`src/rtl/control_pkg.sv`:
```
// rtl/control_pkg.sv - state, opcode, ALU and operand-select encodings for multicycle_control
package control_pkg;

   typedef enum logic [3:0] {
      FETCH    = 4'd0,
      DECODE   = 4'd1,
      EXEC_R   = 4'd2,
      EXEC_I   = 4'd3,
      MEM_ADDR = 4'd4,
      MEM_RD   = 4'd5,
      MEM_WR   = 4'd6,
      WB_ALU   = 4'd7,
      WB_MEM   = 4'd8,
      BRANCH   = 4'd9,
      TRAP     = 4'd15
   } state_t;

   typedef enum logic [3:0] {
      ALU_ADD  = 4'b0000,
      ALU_SUB  = 4'b0001,
      ALU_AND  = 4'b0010,
      ALU_OR   = 4'b0011,
      ALU_XOR  = 4'b0100,
      ALU_SLL  = 4'b0101,
      ALU_SRL  = 4'b0110,
      ALU_SRA  = 4'b0111,
      ALU_SLT  = 4'b1000,
      ALU_SLTU = 4'b1001
   } alu_op_t;

   localparam logic [6:0] OP_R      = 7'b0110011;
   localparam logic [6:0] OP_I      = 7'b0010011;
   localparam logic [6:0] OP_LOAD   = 7'b0000011;
   localparam logic [6:0] OP_STORE  = 7'b0100011;
   localparam logic [6:0] OP_BRANCH = 7'b1100011;

   localparam logic [1:0] SRCB_RS2  = 2'b00;
   localparam logic [1:0] SRCB_FOUR = 2'b01;
   localparam logic [1:0] SRCB_IMM  = 2'b10;

   // States that own the memory port and are therefore bounded by the timeout.
   function automatic logic is_wait_state(input state_t s);
      return (s == FETCH) || (s == MEM_RD) || (s == MEM_WR);
   endfunction

endpackage

```
`src/rtl/multicycle_control_if.sv`:
```
// rtl/multicycle_control_if.sv - decoded-field inputs and control outputs of the multicycle core
interface multicycle_control_if #(
   parameter int CNT_W = 32
);
   logic [6:0]       Opcode;
   logic [2:0]       Funct3;
   logic             Funct7_5;
   logic             Zero;
   logic             Mem_Ready;
   logic             PC_Write;
   logic             PC_Src;
   logic             IR_Write;
   logic             Mem_Read;
   logic             Mem_Write;
   logic             I_or_D;
   logic             Reg_Write;
   logic             Mem_To_Reg;
   logic             ALU_Src_A;
   logic [1:0]       ALU_Src_B;
   logic [3:0]       AluControl;
   logic [3:0]       State;
   logic             Illegal;
   logic [CNT_W-1:0] Retired;

   modport master (
      input  Opcode, Funct3, Funct7_5, Zero, Mem_Ready,
      output PC_Write, PC_Src, IR_Write, Mem_Read, Mem_Write, I_or_D, Reg_Write,
             Mem_To_Reg, ALU_Src_A, ALU_Src_B, AluControl, State, Illegal, Retired
   );

   modport slave (
      output Opcode, Funct3, Funct7_5, Zero, Mem_Ready,
      input  PC_Write, PC_Src, IR_Write, Mem_Read, Mem_Write, I_or_D, Reg_Write,
             Mem_To_Reg, ALU_Src_A, ALU_Src_B, AluControl, State, Illegal, Retired
   );
endinterface

```
`src/rtl/alu_decoder.sv`:
```
// rtl/alu_decoder.sv - maps Funct3/Funct7_5 to AluControl for register and immediate ops
module alu_decoder
   import control_pkg::*;
(
   input  logic [2:0] funct3,
   input  logic       funct7_5,
   input  logic       is_rtype,
   output alu_op_t    alu_control
);

   // Funct7_5 selects SUB only for register ops; immediate ops carry imm bits there.
   always_comb begin
      alu_control = ALU_ADD;
      case (funct3)
         3'b000:  alu_control = (is_rtype && funct7_5) ? ALU_SUB : ALU_ADD;
         3'b001:  alu_control = ALU_SLL;
         3'b010:  alu_control = ALU_SLT;
         3'b011:  alu_control = ALU_SLTU;
         3'b100:  alu_control = ALU_XOR;
         3'b101:  alu_control = funct7_5 ? ALU_SRA : ALU_SRL;
         3'b110:  alu_control = ALU_OR;
         3'b111:  alu_control = ALU_AND;
         default: alu_control = ALU_ADD;
      endcase
   end

endmodule

```
`src/rtl/multicycle_control.sv`:
```
// rtl/multicycle_control.sv - main sequencing FSM of the multicycle RV32I subset core
module multicycle_control
   import control_pkg::*;
#(
   parameter int MEM_TIMEOUT = 16,
   parameter int CNT_W       = 32
) (
   input  logic                 Clock,
   input  logic                 Reset,
   multicycle_control_if.master bus
);

   localparam int WAIT_W = $clog2(MEM_TIMEOUT + 1);

   state_t             state_q, state_d;
   logic [WAIT_W-1:0]  wait_q, wait_d;
   logic [CNT_W-1:0]   retired_q, retired_d;
   logic               illegal_q, illegal_d;

   logic               retire;
   logic               waiting;
   logic               timed_out;
   alu_op_t            exec_alu;
   alu_op_t            alu_ctl;
   logic               pc_write, pc_src, ir_write, mem_read, mem_write;
   logic               i_or_d, reg_write, mem_to_reg, src_a;
   logic [1:0]         src_b;

   alu_decoder u_alu_decoder (
      .funct3      (bus.Funct3),
      .funct7_5    (bus.Funct7_5),
      .is_rtype    (state_q == EXEC_R),
      .alu_control (exec_alu)
   );

   // A ready arriving in the final allowed cycle still completes the access.
   assign waiting   = is_wait_state(state_q) && !bus.Mem_Ready;
   assign timed_out = waiting && (wait_q == WAIT_W'(MEM_TIMEOUT - 1));

   always_comb begin
      state_d    = state_q;
      retire     = 1'b0;
      pc_write   = 1'b0;
      pc_src     = 1'b0;
      ir_write   = 1'b0;
      mem_read   = 1'b0;
      mem_write  = 1'b0;
      i_or_d     = 1'b0;
      reg_write  = 1'b0;
      mem_to_reg = 1'b0;
      src_a      = 1'b0;
      src_b      = SRCB_RS2;
      alu_ctl    = ALU_ADD;
      case (state_q)
         FETCH: begin
            mem_read = 1'b1;
            src_b    = SRCB_FOUR;
            if (bus.Mem_Ready) begin
               ir_write = 1'b1;
               pc_write = 1'b1;
               state_d  = DECODE;
            end else if (timed_out) begin
               state_d = TRAP;
            end
         end
         DECODE: begin
            src_b = SRCB_IMM;
            case (bus.Opcode)
               OP_R:              state_d = EXEC_R;
               OP_I:              state_d = EXEC_I;
               OP_LOAD, OP_STORE: state_d = MEM_ADDR;
               OP_BRANCH:         state_d = BRANCH;
               default:           state_d = TRAP;
            endcase
         end
         EXEC_R: begin
            src_a   = 1'b1;
            alu_ctl = exec_alu;
            state_d = WB_ALU;
         end
         EXEC_I: begin
            src_a   = 1'b1;
            src_b   = SRCB_IMM;
            alu_ctl = exec_alu;
            state_d = WB_ALU;
         end
         MEM_ADDR: begin
            src_a   = 1'b1;
            src_b   = SRCB_IMM;
            state_d = (bus.Opcode == OP_LOAD) ? MEM_RD : MEM_WR;
         end
         MEM_RD: begin
            mem_read = 1'b1;
            i_or_d   = 1'b1;
            if (bus.Mem_Ready)  state_d = WB_MEM;
            else if (timed_out) state_d = TRAP;
         end
         MEM_WR: begin
            mem_write = 1'b1;
            i_or_d    = 1'b1;
            if (bus.Mem_Ready) begin
               retire  = 1'b1;
               state_d = FETCH;
            end else if (timed_out) begin
               state_d = TRAP;
            end
         end
         WB_ALU: begin
            reg_write = 1'b1;
            retire    = 1'b1;
            state_d   = FETCH;
         end
         WB_MEM: begin
            reg_write  = 1'b1;
            mem_to_reg = 1'b1;
            retire     = 1'b1;
            state_d    = FETCH;
         end
         BRANCH: begin
            src_a   = 1'b1;
            alu_ctl = ALU_SUB;
            pc_src  = 1'b1;
            case (bus.Funct3)
               3'b000: begin
                  pc_write = bus.Zero;
                  retire   = 1'b1;
                  state_d  = FETCH;
               end
               3'b001: begin
                  pc_write = ~bus.Zero;
                  retire   = 1'b1;
                  state_d  = FETCH;
               end
               default: state_d = TRAP;
            endcase
         end
         TRAP:    state_d = TRAP;
         default: state_d = TRAP;
      endcase
   end

   always_comb begin
      wait_d    = waiting ? wait_q + 1'b1 : '0;
      retired_d = retire ? retired_q + 1'b1 : retired_q;
      illegal_d = illegal_q | (state_d == TRAP);
   end

   always_ff @(posedge Clock) begin
      if (Reset) begin
         state_q   <= FETCH;
         wait_q    <= '0;
         retired_q <= '0;
         illegal_q <= 1'b0;
      end else begin
         state_q   <= state_d;
         wait_q    <= wait_d;
         retired_q <= retired_d;
         illegal_q <= illegal_d;
      end
   end

   // Requests and enables are suppressed while Reset is high so an access in flight is dropped.
   assign bus.PC_Write   = pc_write  & ~Reset;
   assign bus.IR_Write   = ir_write  & ~Reset;
   assign bus.Mem_Read   = mem_read  & ~Reset;
   assign bus.Mem_Write  = mem_write & ~Reset;
   assign bus.Reg_Write  = reg_write & ~Reset;
   assign bus.PC_Src     = pc_src;
   assign bus.I_or_D     = i_or_d;
   assign bus.Mem_To_Reg = mem_to_reg;
   assign bus.ALU_Src_A  = src_a;
   assign bus.ALU_Src_B  = src_b;
   assign bus.AluControl = alu_ctl;
   assign bus.State      = state_q;
   assign bus.Illegal    = illegal_q;
   assign bus.Retired    = retired_q;

endmodule

```
`src/flat_wrapper.sv`:
```
// flat-port wrapper written by rule: the top's interface ports become plain ports
module multicycle_control_flat import control_pkg::*;
#(
   parameter int MEM_TIMEOUT = 16,
   parameter int CNT_W       = 32
)
  (Clock, Reset, bus_Opcode, bus_Funct3, bus_Funct7_5, bus_Zero, bus_Mem_Ready, bus_PC_Write, bus_PC_Src, bus_IR_Write, bus_Mem_Read, bus_Mem_Write, bus_I_or_D, bus_Reg_Write, bus_Mem_To_Reg, bus_ALU_Src_A, bus_ALU_Src_B, bus_AluControl, bus_State, bus_Illegal, bus_Retired);
  multicycle_control_if #(.CNT_W(CNT_W)) bus_i ();
  input  logic Clock;
  input  logic Reset;
  input wire logic [$bits(bus_i.Opcode)-1:0] bus_Opcode;
  input wire logic [$bits(bus_i.Funct3)-1:0] bus_Funct3;
  input wire logic [$bits(bus_i.Funct7_5)-1:0] bus_Funct7_5;
  input wire logic [$bits(bus_i.Zero)-1:0] bus_Zero;
  input wire logic [$bits(bus_i.Mem_Ready)-1:0] bus_Mem_Ready;
  output wire logic [$bits(bus_i.PC_Write)-1:0] bus_PC_Write;
  output wire logic [$bits(bus_i.PC_Src)-1:0] bus_PC_Src;
  output wire logic [$bits(bus_i.IR_Write)-1:0] bus_IR_Write;
  output wire logic [$bits(bus_i.Mem_Read)-1:0] bus_Mem_Read;
  output wire logic [$bits(bus_i.Mem_Write)-1:0] bus_Mem_Write;
  output wire logic [$bits(bus_i.I_or_D)-1:0] bus_I_or_D;
  output wire logic [$bits(bus_i.Reg_Write)-1:0] bus_Reg_Write;
  output wire logic [$bits(bus_i.Mem_To_Reg)-1:0] bus_Mem_To_Reg;
  output wire logic [$bits(bus_i.ALU_Src_A)-1:0] bus_ALU_Src_A;
  output wire logic [$bits(bus_i.ALU_Src_B)-1:0] bus_ALU_Src_B;
  output wire logic [$bits(bus_i.AluControl)-1:0] bus_AluControl;
  output wire logic [$bits(bus_i.State)-1:0] bus_State;
  output wire logic [$bits(bus_i.Illegal)-1:0] bus_Illegal;
  output wire logic [$bits(bus_i.Retired)-1:0] bus_Retired;
  assign bus_i.Opcode = bus_Opcode;
  assign bus_i.Funct3 = bus_Funct3;
  assign bus_i.Funct7_5 = bus_Funct7_5;
  assign bus_i.Zero = bus_Zero;
  assign bus_i.Mem_Ready = bus_Mem_Ready;
  assign bus_PC_Write = bus_i.PC_Write;
  assign bus_PC_Src = bus_i.PC_Src;
  assign bus_IR_Write = bus_i.IR_Write;
  assign bus_Mem_Read = bus_i.Mem_Read;
  assign bus_Mem_Write = bus_i.Mem_Write;
  assign bus_I_or_D = bus_i.I_or_D;
  assign bus_Reg_Write = bus_i.Reg_Write;
  assign bus_Mem_To_Reg = bus_i.Mem_To_Reg;
  assign bus_ALU_Src_A = bus_i.ALU_Src_A;
  assign bus_ALU_Src_B = bus_i.ALU_Src_B;
  assign bus_AluControl = bus_i.AluControl;
  assign bus_State = bus_i.State;
  assign bus_Illegal = bus_i.Illegal;
  assign bus_Retired = bus_i.Retired;
  multicycle_control #(.MEM_TIMEOUT(MEM_TIMEOUT), .CNT_W(CNT_W)) u_core (.Clock(Clock), .Reset(Reset), .bus(bus_i));
endmodule
```
`config.mk`:
```
export PLATFORM = sky130hd
export DESIGN_NAME = multicycle_control_flat
export DESIGN_NICKNAME = d
export VERILOG_FILES = /design/src/rtl/control_pkg.sv /design/src/rtl/multicycle_control_if.sv /design/src/rtl/alu_decoder.sv /design/src/rtl/multicycle_control.sv /design/src/flat_wrapper.sv
export SDC_FILE = /design/constraint.sdc
export NUM_CORES = 1
export LEC_CHECK = 0
export BUFFER_PORTS_ARGS = -buffer_cell sky130_fd_sc_hd__buf_2
export CORE_ASPECT_RATIO = 0.9
export CORE_MARGIN = 2
export CORE_UTILIZATION = 52
export DETAILED_ROUTE_END_ITERATION = 8
export PLACE_DENSITY = 0.79
export SLEW_MARGIN = 30
export SYNTH_ARGS = -nofsm -noshare
export SYNTH_HDL_FRONTEND = slang
export SYNTH_HIERARCHICAL = 1
export SYNTH_SLANG_ARGS = --single-unit
```
`constraint.sdc`:
```
create_clock -name Clock -period 2.6 [get_ports Clock]
set_clock_uncertainty 0.2 [all_clocks]
set_input_delay 0.39 -clock Clock [delete_from_list [all_inputs] [get_ports Clock]]
set_output_delay 0.39 -clock Clock [all_outputs]
set_load 0.02 [all_outputs]
```
==> Yosys cells after proc, flatten, opt, wreduce, memory -nomap -nowiden <==
Index checks and enable logic that the tools add are counted.
{ "word_totals": {"wordCells": 81, "output_inout_bits": 52, "regBits": 42} }
{ "classes": {"reduce_logical": 17, "n_eq_ne": 23, "add_sub_neg": 2, "n_mux": 26, "n_bitwise": 9} }
{ "op_table": {"columns": ["operator", "n"], "rows": [
  ["$pmux 4 s8", 2],
  ["$add 32x1->32 const B", 1],
  ["$mux 4", 5],
  ["$eq 4x3->1 const B", 4],
  ["$pmux 4 s4", 1],
  ["$eq 7x6->1 const B", 2],
  ["$reduce_or 2->1", 7],
  ["$eq 3x3->1 const B", 4],
  ["$eq 4x4->1 const B", 3],
  ["$mux 1", 12],
  ["$eq 4x2->1 const B", 2],
  ["$pmux 4 s2", 1],
  ["$eq 7x2->1 const B", 1],
  ["$eq 7x5->1 const B", 1],
  ["$eq 7x7->1 const B", 1],
  ["$eq 3x2->1 const B", 2],
  ["$add 5x1->5 const B", 1],
  ["$and 1x1->1", 5],
  ["$eq 5x4->1 const B", 1],
  ["$eq 4x1->1 const B", 1],
  ["$logic_not 4->1", 1],
  ["$pmux 1 s2", 2],
  ["$pmux 2 s2", 1],
  ["$reduce_or 4->1", 1],
  ["10 further kinds", 15]
]} }

==> Logic depth before layout (Yosys ltp) <==
{ "logic_depth": {"depth_word": 10, "ltp_mapped": 8, "ltp_nobuf": 8} }

==> Cells and area by module <==
Netlist, hierarchy kept.
{ "modules_own_cells": {"columns": ["mod", "cells_each", "area_per_inst_um2", "seq_area_each_um2", "instances"], "rows": [
  ["multicycle_control", 304, 2378.5, 840.8, 1],
  ["alu_decoder", 9, 62.6, 0.0, 1]
]} }

==> Worst setup path before layout <==
Ideal clock, no wire load.
{ "synth_timing": {"path_type": "register to output", "startpoint": "register u_core.state_q[1] (netlist: u_core/bus.State[1])", "endpoint": "output port bus_PC_Write", "path_stages_with_launch": 5, "required_time_ns": 2.010, "t_arrival_ns": 2.055, "slack_ns": -0.045, "cell_sequence": "dfxtp_1 clkbuf_1 nor4_1 nand2_1 a21oi_1"} }
{ "synth_via": {"elab_chain_cells": 3, "elab_cells_between_ends": 4, "cone_classes": "1 x eq/ne; 1 x mux; 1 x bitwise; 1 x reduce/logical"} }
{ "synth_rtl": {"columns": ["item", "line_no", "text"], "rows": [
  ["from (decl)", "multicycle_control.sv:15", "state_t state_q, state_d;"],
  ["from (signal assigned)", "multicycle_control.sv:155", "state_q <= state_d;"],
  ["$eq 4x4->1 or $logic_not 4->1 (tied branches)", "multicycle_control.sv:54", "case (state_q)"],
  ["$pmux 1 s2 *", "multicycle_control.sv:54", null],
  ["$and 1x1->1 *", "multicycle_control.sv:163", "assign bus.PC_Write = pc_write & ~Reset;"],
  ["to (decl)", "flat_wrapper.sv:16", "output wire logic [$bits(bus_i.PC_Write)-1:0] bus_PC_Write;"]
]} }
Every way passes the cells marked *; elsewhere a longest branch is shown, timed or not.

==> Worst setup path in the final report <==
{ "layout_timing": {"startpoint": "register u_core.state_q[2] (netlist: u_core/bus.State[2])", "endpoint": "output port bus_AluControl[0]"} }
{ "layout_via": {"elab_chain_cells": 5, "elab_cells_between_ends": 8, "cone_classes": "3 x eq/ne; 3 x mux; 2 x reduce/logical"} }
{ "layout_rtl": {"columns": ["item", "line_no", "text"], "rows": [
  ["$eq 4x2->1", "multicycle_control.sv:32", ".is_rtype (state_q == EXEC_R),"],
  ["$logic_and 1x1->1", "alu_decoder.sv:15", "3'b000: alu_control = (is_rtype && funct7_5) ? ALU_SUB : ALU_ADD;"],
  ["$mux 1", "alu_decoder.sv:15", null],
  ["$pmux 4 s8", "alu_decoder.sv:14", "case (funct3)"],
  ["via u_core.exec_alu[0]", "multicycle_control.sv:23", "alu_op_t exec_alu;"],
  ["$pmux 4 s2", "multicycle_control.sv:54", null],
  ["to (decl)", "flat_wrapper.sv:26", "output wire logic [$bits(bus_i.AluControl)-1:0] bus_AluControl;"]
]} }
The timed path passes the listed nets, and every way through them passes these cells.

==> results.md <==
| Step | Item | Value |
|:---|:---|:---|
| status | Result of the run | finished clean |
| pwr | Power per standard cell area | 733.9 mW/mm2 |
| sta | Final Hold Viols | 0 |
| clock tree | Root Driver | sky130_fd_sc_hd__clkbuf_8 |
| synthesis | Async set-reset flop share out of synthesis | 0 |
| final layout | FILL cells | 427 |
| grt | Initial antenna violation count | 0 |
| floorplanning | Count of pins on the block boundary | 67 |
| min path | Path type of the worst min-delay path | input pin to flip-flop |
| sta | Final-report setup violation count | 0 |
| sta | Headroom to the max-slew limit | 0.5244 |
| setup path | R2R Path End | u_core/bus.Retired[31] |
| floorplanning | Total core area | 0.004489 mm2 |
| clock tree | CTS Buffer Depth | 2 |
| synthesis | Cell type contributing the most total cell area after synthesis | sky130_fd_sc_hd__dfxtp_1 |
| setup path | Data required time of the worst path | 2.01 ns |
| synthesis | Per-instance average area after synthesis | 7.799 um2 |
| grt | Leftover overflow at the end of global routing | 0 |
| pwr | Static leakage | 0.001202 uW |
| floorplanning | Initial Util | 0.5438 |
| synthesis | Synthesis-stage register bit count | 42 |
| clock tree | Clock latency on the worst-skew pair | 0.30 ns |
| grt | Global-route wire length before repair | 9.597 mm |
| setup path | Number of cell instances on the worst register-to-register path | 5 |
| flow run | Max-cap violations | 0 |
| synthesis | Post-synthesis cell area | 0.002441 mm2 |
| floorplanning | Number of placement rows | 23 |
| min path | Startpoint of the most critical hold path | bus_Opcode[5] |
| clock tree | Post-CTS clock slew at the launch and capture registers of the worst setup and hold paths | 0.08 ns |
| drt | DRC violations left | 0 |
| floorplanning | Area enclosed by the die boundary | 0.005259 mm2 |
| sta | Number of slew-limit violations in the final report | 0 |
| sta | Setup repair after global routing missed its margin | no |
| clock tree | Number of gates resized after cts | 0 |
| final layout | Post-synthesis to final-layout area growth | 20.81% |
| clock tree | # Post-CTS Setup Buffers | 0 |
| grt | Pin count of the biggest net entering global routing | 24 |
| clock tree | Total CTS buffers | 5 |
| placed design | Final HPWL from detailed placement | 4.164 mm |
| setup path | Reg-to-reg slack, setup | 0.22 ns |
| final layout | Layout cells sized above 1 | 0.2626 |
| setup path | Worst Path Class, Setup | flip-flop to output pin |
| drt | Detailed-routing iteration count for the pre-antenna-repair pass | 4 |
| pwr | Worst IR Drop VDD | 0.0006012 V |
| synthesis | Number of flops mapped to enable cells by yosys | 0 |
| grt | Overall routing resource usage | 0.2163 |
| clock tree | H-Tree Depth | 2 |
| floorplanning | X dimension of the die | 76.22 um |
| final layout | Number of diodes | 0 |
| synthesis | Seq/Total Area, Yosys | 0.3444 |
| placed design | IO Port Bufs | 66 |
| synthesis | Count of yosys warnings during synthesis | 6 |
| clock tree | CTS tree | done |
| synthesis | Most common flop cell mapped by yosys | sky130_fd_sc_hd__dfxtp_1 |
| drt | Average wire per cell in the routed design | 13.20 um |
| setup path | Origin of the critical flop-to-flop path | u_core/bus.Retired[3] |
| drt | Final routed wirelength across all metal layers | 5.796 mm |
| synthesis | Synthesized instance count | 313 |
| sta | Min Clock Period, post-route | 2.434 ns |
| sta | Achievable clock frequency | 410.9 MHz |
| min path | Hold Crit Depth | 3 |
| final layout | Final layout net count | 394 |
| sta | Post-Route Setup TNS | 0 ns |
| clock tree | CTS Hold Buffers Added | 0 |
| setup path | Critical path launch point type | flip-flop |
| sta | Measured slew at the worst slew-check pin | 0.7133 ns |
| setup path | Arrival @ worst endpoint | 1.84 ns |
| drt | First-iteration detailed-routing DRC count | 166 |
| grt | Number of global-route vias before repair | 2124 |
| drt | Total via count in the routed design | 2446 |
| min path | Destination of the worst hold path | u_core/bus.State[0] |
| synthesis | Net count of the mapped netlist | 331 |
| floorplanning | Die height | 69 um |
| drt | Average vias per placed instance | 5.572 |
| clock tree | Count of clock tree sinks | 42 |
| drt | Residual antenna-violating net count after detailed routing | 0 |
| setup path | Critical Path End Type | output pin |
| synthesis | Fraction of synthesized cell area taken by the top area cell type | 0.3444 |
| setup path | Biggest fanout along the worst timing path | 20 |
| synthesis | Leading cell types by count after synthesis | sky130_fd_sc_hd__dfxtp_1 (42), sky130_fd_sc_hd__a21oi_1 (34), sky130_fd_sc_hd__nor2_1 (34) |
| synthesis | Netlist cell types | 47 |
| sta | Period utilisation layout | 0.9361 |
| synthesis | Leading post-synthesis cells by cell area | sky130_fd_sc_hd__dfxtp_1 (34%), sky130_fd_sc_hd__a21oi_1 (7.0%), sky130_fd_sc_hd__nor2_1 (5.2%) |
| placed design | Placer Congestion | 0.8617 |
| final layout | Layout Utilization | 0.6569 |
| pwr | Overall power consumption | 2164 uW |
| synthesis | Most instantiated library cell after synthesis | sky130_fd_sc_hd__dfxtp_1 |
cell type report:
class	instances	area, um2	share of cell area
clock buffer	5	68.82	0.02333
tap	62	77.57	0.02630
sequential	42	843.3	0.2860
timing repair buffer	75	401.6	0.1362
clock inverter	3	21.27	0.007213
inverter	13	48.80	0.01655
multi-input combinational	239	1488	0.5045
where the power goes:
part           switching, uW  internal, uW
clock network            227           189
logic                    602           385
registers               71.5           690
layer usage:
metal  up-vias  wire, um  GRT usage  part of all wire
met2        52      2573     0.3353              0.44
li1       1262         -          -                 -
met1      1127      2840     0.2998              0.49
met3         5       335    0.05366             0.058
met4         0        46    0.06061            0.0079
met5         -         0          0                 0
placed cells by master (no fill, tap or decap), types with 8 or more instances in the layout:
cell / Yosys / routed
sky130_fd_sc_hd__buf_4: 0 / 8
sky130_fd_sc_hd__xor2_1: 12 / 12
sky130_fd_sc_hd__or3_1: 16 / 16
sky130_fd_sc_hd__or4_1: 9 / 9
sky130_fd_sc_hd__dfxtp_1: 42 / 40
sky130_fd_sc_hd__nand3_1: 11 / 11
sky130_fd_sc_hd__o31ai_1: 8 / 8
sky130_fd_sc_hd__nor2_1: 34 / 34
sky130_fd_sc_hd__o21ai_0: 20 / 20
sky130_fd_sc_hd__nand2_1: 16 / 16
sky130_fd_sc_hd__buf_2: 3 / 66
sky130_fd_sc_hd__inv_1: 13 / 13
sky130_fd_sc_hd__a21oi_1: 34 / 34
cells by family after synthesis:
family | synth area share
fa+ha+maj | 0.01538
xor+xnor | 0.05382
flops | 0.3444
compound gates | 0.2240
buf+inv | 0.05074
simple gates | 0.3070
mux | 0.004613
state kept, by name, summed over array words and instances (netlist names):
signal	cells
u_core/wait_q	5
u_core/bus.Illegal	1
u_core/bus.State	4
u_core/bus.Retired	32
through the flow:
stage / area [um2] / instances / hold slack (ns) / worst slack [ns]
after floorplan: 2447 / 313 / 0.2176 / 0.1206
after global placement: 2848 / 431 / 0.2307 / 0.2908
after detailed placement: 2848 / 431 / 0.2401 / 0.2057
after CTS: 2938 / 439 / 0.2133 / 0.05205
after global routing: 2949 / 439 / 0.2288 / 0.01699
final: 2949 / 439 / 0.2226 / 0.1662
critical path, stage by stage, from the launching register on:
cell	delay, ns
sky130_fd_sc_hd__dfxtp_1	0.37
sky130_fd_sc_hd__buf_6	0.18
sky130_fd_sc_hd__or3_1	0.37
sky130_fd_sc_hd__nor2_1	0.13
sky130_fd_sc_hd__a21oi_2	0.07
sky130_fd_sc_hd__o211ai_2	0.13
sky130_fd_sc_hd__nand2_1	0.07
sky130_fd_sc_hd__nand2_1	0.08
sky130_fd_sc_hd__buf_2	0.17
worst max-delay path by stage:
stage	startpoint	to	cells past startpoint
floorplan	u_core/bus.State[1]	bus_AluControl[0]	8
global placement	bus_Funct3[1]	u_core/bus.Retired[22]	6
detailed placement	u_core/bus.State[0]	u_core/bus.Retired[22]	5
CTS	u_core/bus.State[0]	bus_PC_Write	4
global route	u_core/bus.State[2]	bus_AluControl[0]	8
finish	u_core/bus.State[2]	bus_AluControl[0]	8
Note: power is estimated with default switching activity, not from simulation.
